## src/rtl/isa_cycle_engine.sv

```systemverilog
`default_nettype none
// ============================================================================
// Module : isa_cycle_engine
// Brief  : Turns one latched Zorro II access into ISA-style VGA bus cycles
//          (BALE, MEMR/MEMW/IOR/IOW, SA0/SA12) and returns data plus an ack.
// Rev    : 1.0  initial release
// ============================================================================
module isa_cycle_engine #(
  parameter int SETUP_CLKS   = 2,
  parameter int STROBE_CLKS  = 4,
  parameter int HOLD_CLKS    = 2,
  parameter int TIMEOUT_CLKS = 255
) (
  input  logic        mclk,
  input  logic        reset,
  input  logic        req_valid,
  input  logic        req_rw,
  input  logic        req_io,
  input  logic [1:0]  req_be,
  input  logic        req_a12,
  input  logic [15:0] req_wdata,
  input  logic        WAIT,
  input  logic [15:0] DG_in,
  output logic [15:0] DG_out,
  output logic        dg_oe,
  output logic        BALE,
  output logic        IOR,
  output logic        IOW,
  output logic        MEMR,
  output logic        MEMW,
  output logic        SA0,
  output logic        SA12,
  output logic        ack,
  output logic [15:0] rdata,
  output logic        timeout
);

  localparam logic [7:0] c_setup_ld   = 8'(SETUP_CLKS - 1);
  localparam logic [7:0] c_strobe_ld  = 8'(STROBE_CLKS - 1);
  localparam logic [7:0] c_hold_ld    = 8'(HOLD_CLKS - 1);
  localparam logic [7:0] c_timeout_ld = 8'(TIMEOUT_CLKS - 1);

  typedef enum logic [2:0] {
    S_IDLE   = 3'd0,
    S_ADDR   = 3'd1,
    S_STROBE = 3'd2,
    S_HOLD   = 3'd3,
    S_DONE   = 3'd4
  } state_t;

  state_t      r_state;
  logic [7:0]  r_cnt;
  logic        r_stretch;
  logic        r_second;
  logic        r_rw;
  logic        r_io;
  logic [1:0]  r_be;
  logic [7:0]  r_wdata_lo;
  logic [15:0] r_rbuf;
  logic        r_tout;

  logic        w_min_done;
  logic        w_strobe_exit;
  logic        w_tout_exit;
  logic [15:0] w_rsample;

  // Memory cycles may stretch past the minimum while WAIT is low; a WAIT
  // seen high on the final allowed cycle still ends the cycle successfully.
  always_comb begin
    w_min_done  = !r_stretch && (r_cnt == 8'd0);
    w_tout_exit = r_stretch && !WAIT && (r_cnt == 8'd0);
    if (r_io) begin
      w_strobe_exit = w_min_done;
      w_rsample     = SA0 ? {r_rbuf[15:8], DG_in[7:0]} : {DG_in[7:0], r_rbuf[7:0]};
    end else begin
      w_strobe_exit = (w_min_done && WAIT) || (r_stretch && (WAIT || (r_cnt == 8'd0)));
      w_rsample     = {r_be[1] ? DG_in[15:8] : 8'hFF, r_be[0] ? DG_in[7:0] : 8'hFF};
    end
  end

  always_ff @(posedge mclk or posedge reset) begin
    if (reset) begin
      r_state    <= S_IDLE;
      r_cnt      <= 8'd0;
      r_stretch  <= 1'b0;
      r_second   <= 1'b0;
      r_rw       <= 1'b0;
      r_io       <= 1'b0;
      r_be       <= 2'b00;
      r_wdata_lo <= 8'h00;
      r_rbuf     <= 16'hFFFF;
      r_tout     <= 1'b0;
      DG_out     <= 16'h0001;
      dg_oe      <= 1'b0;
      BALE       <= 1'b1;
      IOR        <= 1'b1;
      IOW        <= 1'b1;
      MEMR       <= 1'b1;
      MEMW       <= 1'b1;
      SA0        <= 1'b1;
      SA12       <= 1'b1;
      ack        <= 1'b0;
      rdata      <= 16'h0000;
      timeout    <= 1'b0;
    end else begin
      ack     <= 1'b0;
      timeout <= 1'b0;
      case (r_state)
        S_IDLE: begin
          if (req_valid && (req_be != 2'b00)) begin
            r_state    <= S_ADDR;
            r_cnt      <= c_setup_ld;
            r_rw       <= req_rw;
            r_io       <= req_io;
            r_be       <= req_be;
            r_wdata_lo <= req_wdata[7:0];
            r_second   <= req_io && (req_be == 2'b11);
            r_rbuf     <= 16'hFFFF;
            r_tout     <= 1'b0;
            BALE       <= 1'b0;
            // Even byte goes first, so SA0 follows UDS for every plan.
            SA0        <= ~req_be[1];
            SA12       <= req_io ? 1'b0 : req_a12;
            dg_oe      <= ~req_rw;
            if (req_io)
              DG_out <= {8'hFF, req_be[1] ? req_wdata[15:8] : req_wdata[7:0]};
            else
              DG_out <= req_wdata;
          end
        end

        S_ADDR: begin
          if (r_cnt == 8'd0) begin
            r_state   <= S_STROBE;
            r_cnt     <= c_strobe_ld;
            r_stretch <= 1'b0;
            case ({r_io, r_rw})
              2'b11:   IOR  <= 1'b0;
              2'b10:   IOW  <= 1'b0;
              2'b01:   MEMR <= 1'b0;
              default: MEMW <= 1'b0;
            endcase
          end else begin
            r_cnt <= r_cnt - 8'd1;
          end
        end

        S_STROBE: begin
          if (w_strobe_exit) begin
            r_state <= S_HOLD;
            r_cnt   <= c_hold_ld;
            r_tout  <= w_tout_exit;
            IOR     <= 1'b1;
            IOW     <= 1'b1;
            MEMR    <= 1'b1;
            MEMW    <= 1'b1;
            if (r_rw)
              r_rbuf <= w_rsample;
          end else if (w_min_done) begin
            r_stretch <= 1'b1;
            r_cnt     <= c_timeout_ld;
          end else begin
            r_cnt <= r_cnt - 8'd1;
          end
        end

        S_HOLD: begin
          if (r_cnt != 8'd0) begin
            r_cnt <= r_cnt - 8'd1;
          end else if (r_second && !r_tout) begin
            r_state  <= S_ADDR;
            r_cnt    <= c_setup_ld;
            r_second <= 1'b0;
            SA0      <= 1'b1;
            DG_out   <= {8'hFF, r_wdata_lo};
          end else begin
            r_state  <= S_DONE;
            r_second <= 1'b0;
            ack      <= 1'b1;
            timeout  <= r_tout;
            BALE     <= 1'b1;
            SA0      <= 1'b1;
            SA12     <= 1'b1;
            dg_oe    <= 1'b0;
            DG_out   <= 16'h0001;
            if (r_rw)
              rdata <= r_rbuf;
          end
        end

        S_DONE: begin
          r_state <= S_IDLE;
        end

        default: begin
          r_state <= S_IDLE;
        end
      endcase
    end
  end

endmodule
`default_nettype wire
```

## config.mk

```make
export PLATFORM = sky130hd
export DESIGN_NAME = isa_cycle_engine
export DESIGN_NICKNAME = d
export VERILOG_FILES = /design/src/rtl/isa_cycle_engine.sv
export SDC_FILE = /design/constraint.sdc
export NUM_CORES = 1
export LEC_CHECK = 0
export CORE_MARGIN = 5
export CORE_UTILIZATION = 55
export DETAILED_ROUTE_END_ITERATION = 10
export HOLD_SLACK_MARGIN = 0.15
export PLACE_DENSITY = 0.95
export SYNTH_ARGS = -nofsm -noshare
export SYNTH_HDL_FRONTEND = slang
export SYNTH_SLANG_ARGS = --single-unit
```

## constraint.sdc

```tcl
create_clock -name mclk -period 5.4 [get_ports mclk]
set_input_delay 1.08 -clock mclk [delete_from_list [all_inputs] [get_ports mclk]]
set_output_delay 1.08 -clock mclk [all_outputs]
set_load 0.01 [all_outputs]
```

---- Word level (Yosys, flattened, before mapping) ----
Cells that the tools add are included.
word-level totals
  logic and storage cells ................. 156
  flip-flop bits (word level) ............. 84
operators by class
  bitwise logic cells ..................... 4
  add/subtract/negate cells ............... 1
  multiplexer cells ....................... 70
  equality and inequality tests ........... 22
  reductions and logical operators ........ 36
operators with widths
  cell                                                                 number
  16-bit two-way mux                                                   9
  8-bit two-way mux                                                    9
  16-bit case mux with 2 select lines                                  2
  1-bit two-way mux                                                    32
  8-bit case mux with 4 select lines                                   1
  4-bit AND reduction                                                  8
  1-bit case mux with 2 select lines                                   11
  2-bit != test (second input constant)                                9
  3-bit two-way mux                                                    5
  3-bit case mux with 4 select lines                                   1
  5-bit AND reduction                                                  2
  3-bit != test (second input constant)                                3
  3-bit AND reduction                                                  3
  1-bit logical AND                                                    8
  8-bit zero test                                                      1
  2-bit nonzero test                                                   4
  8-bit nonzero test                                                   1
  8-bit by 1-bit subtractor with 8-bit output (second input constant)  1
  2-bit == test (second input constant)                                3
  3-bit by 2-bit == test with 1-bit output (second input constant)     2
  2-bit by 1-bit != test with 1-bit output (second input constant)     3
  1-bit NOT                                                            4
  4-bit nonzero test                                                   1
  3-bit by 1-bit == test with 1-bit output (second input constant)     1
  6 further kinds                                                      9

---- Longest topological paths before layout ----
  word-level depth ........................ 7
  gate-level depth with buffers ........... 8

---- Worst setup path after synthesis ----
OpenSTA, ideal clock, no wires.
  path type ............................... input -> register
  start ................................... input req_be[1]
  end ..................................... register r_rw
  stages on the path ...................... 4
  arrival time ............................ 2,396 ps
  library setup time ...................... 125 ps
  path slack .............................. 2,879 ps
  buffers on the path ..................... 1
  path through ............................ o21ai_1 > nor4_2 > clkbuf_1 > mux2_2
between the ends
  longest elaborated chain between the ends .. 3
RTL lines
  what                           RTL line  source
  start, declared                19        input logic [1:0] req_be,
  2-bit nonzero test             110       if (req_valid && (req_be != 2'b00)) begin
  1-bit logical AND              110
  2-bit AND reduction (no line)  n/a
  end signal, assigned           113       r_rw <= req_rw;
  end, declared                  55        logic r_rw;
Every way passes these cells.
A chain may end at the register's enable or synchronous reset.

---- Worst setup path in the final report ----
  start ................................... input req_be[1]
  end ..................................... register DG_out[8]
between the ends
  longest elaborated chain between the ends .. 4
RTL lines
  what                           RTL line  source
  2-bit nonzero test             110
  1-bit logical AND              110
  2-bit != test (no line)        n/a
  3-bit AND reduction (no line)  n/a
  end signal, assigned           126       DG_out <= {8'hFF, req_be[1] ? req_wdata[15:8] : req_wdata[7:0]};
  end signal, assigned           128       DG_out <= req_wdata;
  end signal, assigned           175       DG_out <= {8'hFF, r_wdata_lo};
  end, declared                  24        output logic [15:0] DG_out,
Every way passes these cells.

==> metrics.txt <==
# TYPE chip_impl_metric gauge
chip_impl_metric{name="synth_fa_ha_area_share",unit="%"} 0.620
chip_impl_info{name="synth_flop_cell",value="sky130_fd_sc_hd__dfrtp_1"} 1
chip_impl_metric{name="tns",unit="ns"} 0
chip_impl_metric{name="cts-buffers-inserted",unit=""} 9
chip_impl_metric{name="grt_use_met1",unit="%"} 30.5
chip_impl_metric{name="detail_route.first_pass.iterations",unit=""} 5
chip_impl_metric{name="start_util",unit="%"} 56.0
chip_impl_info{name="synth_most_common_cell",value="sky130_fd_sc_hd__dfrtp_1"} 1
chip_impl_info{name="unrepaired_setup_endpoints_after_global_routing",value="false"} 1
chip_impl_metric{name="pin_count_of_the_biggest_net_entering_global_routing",unit=""} 44
chip_impl_metric{name="grt_remaining_overflow",unit=""} 0
chip_impl_info{name="worst_path_max_delay_cell",value="sky130_fd_sc_hd__clkdlybuf4s50_1"} 1
chip_impl_metric{name="timing_hold_violations_final",unit=""} 0
chip_impl_metric{name="syn-mean-instance-area",unit="um2"} 10.3
chip_impl_info{name="status",value="completed"} 1
chip_impl_metric{name="fin_hold_ws",unit="ns"} 0.485
chip_impl_metric{name="crit_fanout",unit=""} 31
chip_impl_metric{name="post_synth_inst_count",unit=""} 393
chip_impl_info{name="globalRoute.busiestLayer",value="met2"} 1
chip_impl_metric{name="drcViolationCount",unit=""} 0
chip_impl_info{name="netlist_top_cells_area",value="sky130_fd_sc_hd__dfrtp_1 (37%), sky130_fd_sc_hd__dfstp_2 (16%), sky130_fd_sc_hd__nand2_1 (5.1%), sky130_fd_sc_hd__a21oi_1 (5.1%), sky130_fd_sc_hd__mux2_2 (4.5%)"} 1
chip_impl_info{name="min-delay-path-class",value="reg2reg"} 1
chip_impl_info{name="cts_tree",value="built"} 1
chip_impl_metric{name="final_nets",unit=""} 512
chip_impl_metric{name="timing.slew.headroom",unit="%"} 41.1
chip_impl_metric{name="finalWirelength",unit="um"} 10300
chip_impl_metric{name="synth-edff-count",unit=""} 0
chip_impl_info{name="dominant_combinational_cell_family_by_area_after_synthesis",value="compound AO/OA/AOI/OAI gates"} 1
chip_impl_metric{name="synth.area.mux_share",unit="%"} 8.18
chip_impl_metric{name="dr.first_iter.drc_count",unit=""} 291
chip_impl_info{name="cts_root_buf",value="sky130_fd_sc_hd__clkbuf_8"} 1
chip_impl_metric{name="crit_required",unit="ns"} 5.68
chip_impl_metric{name="globalRouteMet3Util",unit="%"} 4.50
chip_impl_metric{name="finalSetupViolCount",unit=""} 0
chip_impl_info{name="synth.cells.most_frequent",value="sky130_fd_sc_hd__dfrtp_1 (60), sky130_fd_sc_hd__nand2_1 (55), sky130_fd_sc_hd__a21oi_1 (41)"} 1
chip_impl_metric{name="synthXorXnorAreaFrac",unit="%"} 0.217
chip_impl_metric{name="std_cell_rows",unit=""} 31
chip_impl_metric{name="core_region_area",unit="um2"} 7210
chip_impl_metric{name="clkLatencyLatePin",unit="ns"} 0.36
chip_impl_metric{name="detail_route.vias_per_cell",unit=""} 5.96
chip_impl_metric{name="cts.hold.buffers_added",unit=""} 0
chip_impl_metric{name="fillCellCount",unit=""} 490
chip_impl_info{name="largest_delay_share_family_worst_path",value="compound AO/OA/AOI/OAI gates"} 1
chip_impl_metric{name="yosysUniqueCellTypes",unit=""} 54
chip_impl_metric{name="grt_pass1_wl",unit="um"} 16300
chip_impl_metric{name="route.antenna.remaining_nets",unit=""} 0
chip_impl_metric{name="timing.critical_path.arrival",unit="ns"} 3.50
chip_impl_metric{name="antenna-diode-count",unit=""} 0
chip_impl_metric{name="fmaxAchievable",unit="GHz"} 0.311
chip_impl_metric{name="flow.area_growth_from_synthesis",unit="%"} 26.2
chip_impl_metric{name="post_cts_resize_count",unit=""} 0
chip_impl_metric{name="die-width",unit="um"} 95.7
chip_impl_metric{name="compound_gate_portion_of_the_synthesized_area",unit="%"} 18.3
chip_impl_metric{name="gp_congestion",unit=""} 0.889
chip_impl_metric{name="power.density_cell_area",unit="nW/um2"} 235
chip_impl_metric{name="worst_slew_pin_slew",unit="ns"} 0.880
chip_impl_info{name="post-synth-top-area-cell",value="sky130_fd_sc_hd__dfrtp_1"} 1
chip_impl_metric{name="period_needed",unit="ns"} 3.22
chip_impl_metric{name="port_buffers",unit=""} 82
chip_impl_metric{name="clock-sinks",unit=""} 84
chip_impl_metric{name="crit_buf_inv",unit=""} 2
chip_impl_metric{name="number_of_antenna_violations_at_the_first_check_in_global_routing",unit=""} 0
chip_impl_metric{name="syn_nets",unit=""} 436
chip_impl_metric{name="cts_max_level",unit=""} 3
chip_impl_metric{name="number_of_primary_i_o_pins",unit=""} 83
chip_impl_metric{name="final_max_slew_viol_count",unit=""} 0
chip_impl_metric{name="crit_path_max_incr_delay",unit="ns"} 0.71
chip_impl_metric{name="clk_path_buf_depth",unit=""} 2
chip_impl_metric{name="finish.cell_count_without_fillers",unit=""} 573
chip_impl_metric{name="route.vias.total",unit=""} 3417
chip_impl_metric{name="cap_viol_max_count",unit=""} 0
chip_impl_metric{name="dieArea",unit="um2"} 9150
chip_impl_metric{name="gr-usage-met2",unit="%"} 36.5
chip_impl_metric{name="global_routing_usage_summed_across_all_routing_layers",unit="%"} 23.1
chip_impl_info{name="critPathCaptureType",value="register"} 1
chip_impl_metric{name="postCtsSetupBuffers",unit=""} 0
chip_impl_metric{name="yosysWarningCount",unit=""} 0
chip_impl_info{name="worstPathCellList",value="clkdlybuf4s50_1 > o21ai_1 > nor4_2 > buf_4 > a21o_1 > nor2_1 > a21oi_1"} 1
chip_impl_metric{name="finalCritPeriodShare",unit="%"} 59.6
chip_impl_info{name="critPathKind",value="in2reg"} 1
chip_impl_metric{name="wl_per_cell",unit="um"} 18.0
chip_impl_metric{name="clkSlewWorstSetupHoldPaths",unit="ns"} 0.09
chip_impl_metric{name="dp_hpwl",unit="um"} 7450
chip_impl_metric{name="synthSimpleGateAreaFrac",unit="%"} 16.8
chip_impl_metric{name="synth.yosys.seq_area_share",unit="%"} 52.8
chip_impl_metric{name="synth_seq_cells",unit=""} 84
chip_impl_metric{name="worst_ir_drop_vdd",unit="V"} 0.000140
chip_impl_metric{name="grt_pass1_vias",unit=""} 3391
chip_impl_metric{name="drive_above_1_share",unit="%"} 17.3
chip_impl_metric{name="synth_top_area_share",unit="%"} 37.2
chip_impl_metric{name="clock_skew",unit="ns"} 0.0121
chip_impl_info{name="critical_path_start_type",value="primary input"} 1
chip_impl_metric{name="syn_area",unit="um2"} 4040
chip_impl_metric{name="leakage_power_summed_over_all_cells",unit="nW"} 2.24
chip_impl_metric{name="die_height",unit="um"} 95.7
chip_impl_metric{name="ys_async_sr_fraction",unit="%"} 100
chip_impl_metric{name="placed_cells",unit=""} 557
## where the power goes
part / total (W) / leakage (nW) / switching, W / internal [W]
combinational: 0.000118 / 1.11 / 0.0000585 / 0.0000596
sequential: 0.000657 / 1.04 / 0.0000133 / 0.000644
clock: 0.000422 / 0.0897 / 0.000247 / 0.000175
## logic make-up after synthesis
family | Yosys count
AND/OR/NAND/NOR | 138
multiplexers | 26
AO/OA/AOI/OAI | 114
flip-flops | 84
adder cells (fa/ha/maj) | 2
buffers and inverters | 28
XOR/XNOR | 1
## path summary, 6_finish.rpt
path                       startpoint         to  slack [ns]  cells past startpoint
setup / recovery            req_be[1]  DG_out[8]        2.18                      7
setup reg to reg             r_cnt[1]  DG_out[8]        2.68                      7
min in group asynchronous       reset   rdata[2]        1.13                      2
hold reg to reg                  BALE       BALE        0.49                      2
max in group asynchronous       reset  r_rbuf[2]        3.25                      3
hold / removal                   BALE       BALE        0.49                      2
## placed cells by master (no fill, tap or decap), types with 4 or more instances in the layout
| cell | netlist | routed |
|---|---|---|
| sky130_fd_sc_hd__a21o_1 | 7 | 7 |
| sky130_fd_sc_hd__a21oi_1 | 41 | 41 |
| sky130_fd_sc_hd__a2bb2oi_1 | 8 | 8 |
| sky130_fd_sc_hd__a31oi_1 | 4 | 4 |
| sky130_fd_sc_hd__clkbuf_8 | 0 | 9 |
| sky130_fd_sc_hd__clkdlybuf4s50_1 | 0 | 82 |
| sky130_fd_sc_hd__dfrtp_1 | 60 | 60 |
| sky130_fd_sc_hd__dfstp_2 | 24 | 24 |
| sky130_fd_sc_hd__inv_1 | 9 | 8 |
| sky130_fd_sc_hd__mux2_2 | 16 | 16 |
| sky130_fd_sc_hd__mux2_4 | 10 | 10 |
| sky130_fd_sc_hd__nand2_1 | 55 | 55 |
| sky130_fd_sc_hd__nand3_1 | 10 | 10 |
| sky130_fd_sc_hd__nor2_1 | 31 | 31 |
| sky130_fd_sc_hd__nor2b_1 | 11 | 11 |
| sky130_fd_sc_hd__nor3_1 | 4 | 4 |
| sky130_fd_sc_hd__o21ai_0 | 26 | 26 |
| sky130_fd_sc_hd__o22a_1 | 8 | 8 |
## per-layer routing
metal | vias up | routed length (um) | share of wire, %
li1 | 1555 | - | -
met1 | 1678 | 4220 | 41
met2 | 158 | 5110 | 50
met3 | 26 | 707 | 6.9
met4 | 0 | 280 | 2.7
met5 | - | 0 | 0
## cell type report
class / instances / area, um2 / share of cell area (%)
Inverter: 9 / 35.0 / 0.688
Timing Repair Buffer: 84 / 836 / 16.4
Tap cell: 99 / 124 / 2.43
Clock buffer: 9 / 124 / 2.43
Multi-Input combinational cell: 281 / 1780 / 35.0
Sequential cell: 84 / 2130 / 41.9
Clock inverter: 7 / 60.1 / 1.18
## flip-flops by register name, indices dropped and copies added, names as in the netlist, 2 cells and up
name / cells
DG_out: 16
r_rbuf: 16
rdata: 16
r_cnt: 8
r_wdata_lo: 8
r_state: 3
r_be: 2
## through the flow
step	setup slack [ns]	utilization, %	power [W]	area [um2]
after floorplan	2.19	-	0.000717	4040
after global placement	2.02	68.1	0.000781	4910
after detailed placement	1.86	68.1	0.000785	4910
after CTS	2.24	70.6	0.00120	5090
after global routing	1.99	70.6	0.00124	5090
final	2.18	70.6	0.00120	5090
## worst register-to-register path: stages, from the launching register on
cell and delay [ns]:
sky130_fd_sc_hd__dfrtp_1 0.42, sky130_fd_sc_hd__inv_1 0.15, sky130_fd_sc_hd__ha_1 0.17, sky130_fd_sc_hd__or3b_2 0.55, sky130_fd_sc_hd__nor2_4 0.35, sky130_fd_sc_hd__a21o_1 0.76
sky130_fd_sc_hd__nor2_1 0.10, sky130_fd_sc_hd__a21oi_1 0.16
Note: power is estimated with default switching activity, not from simulation.
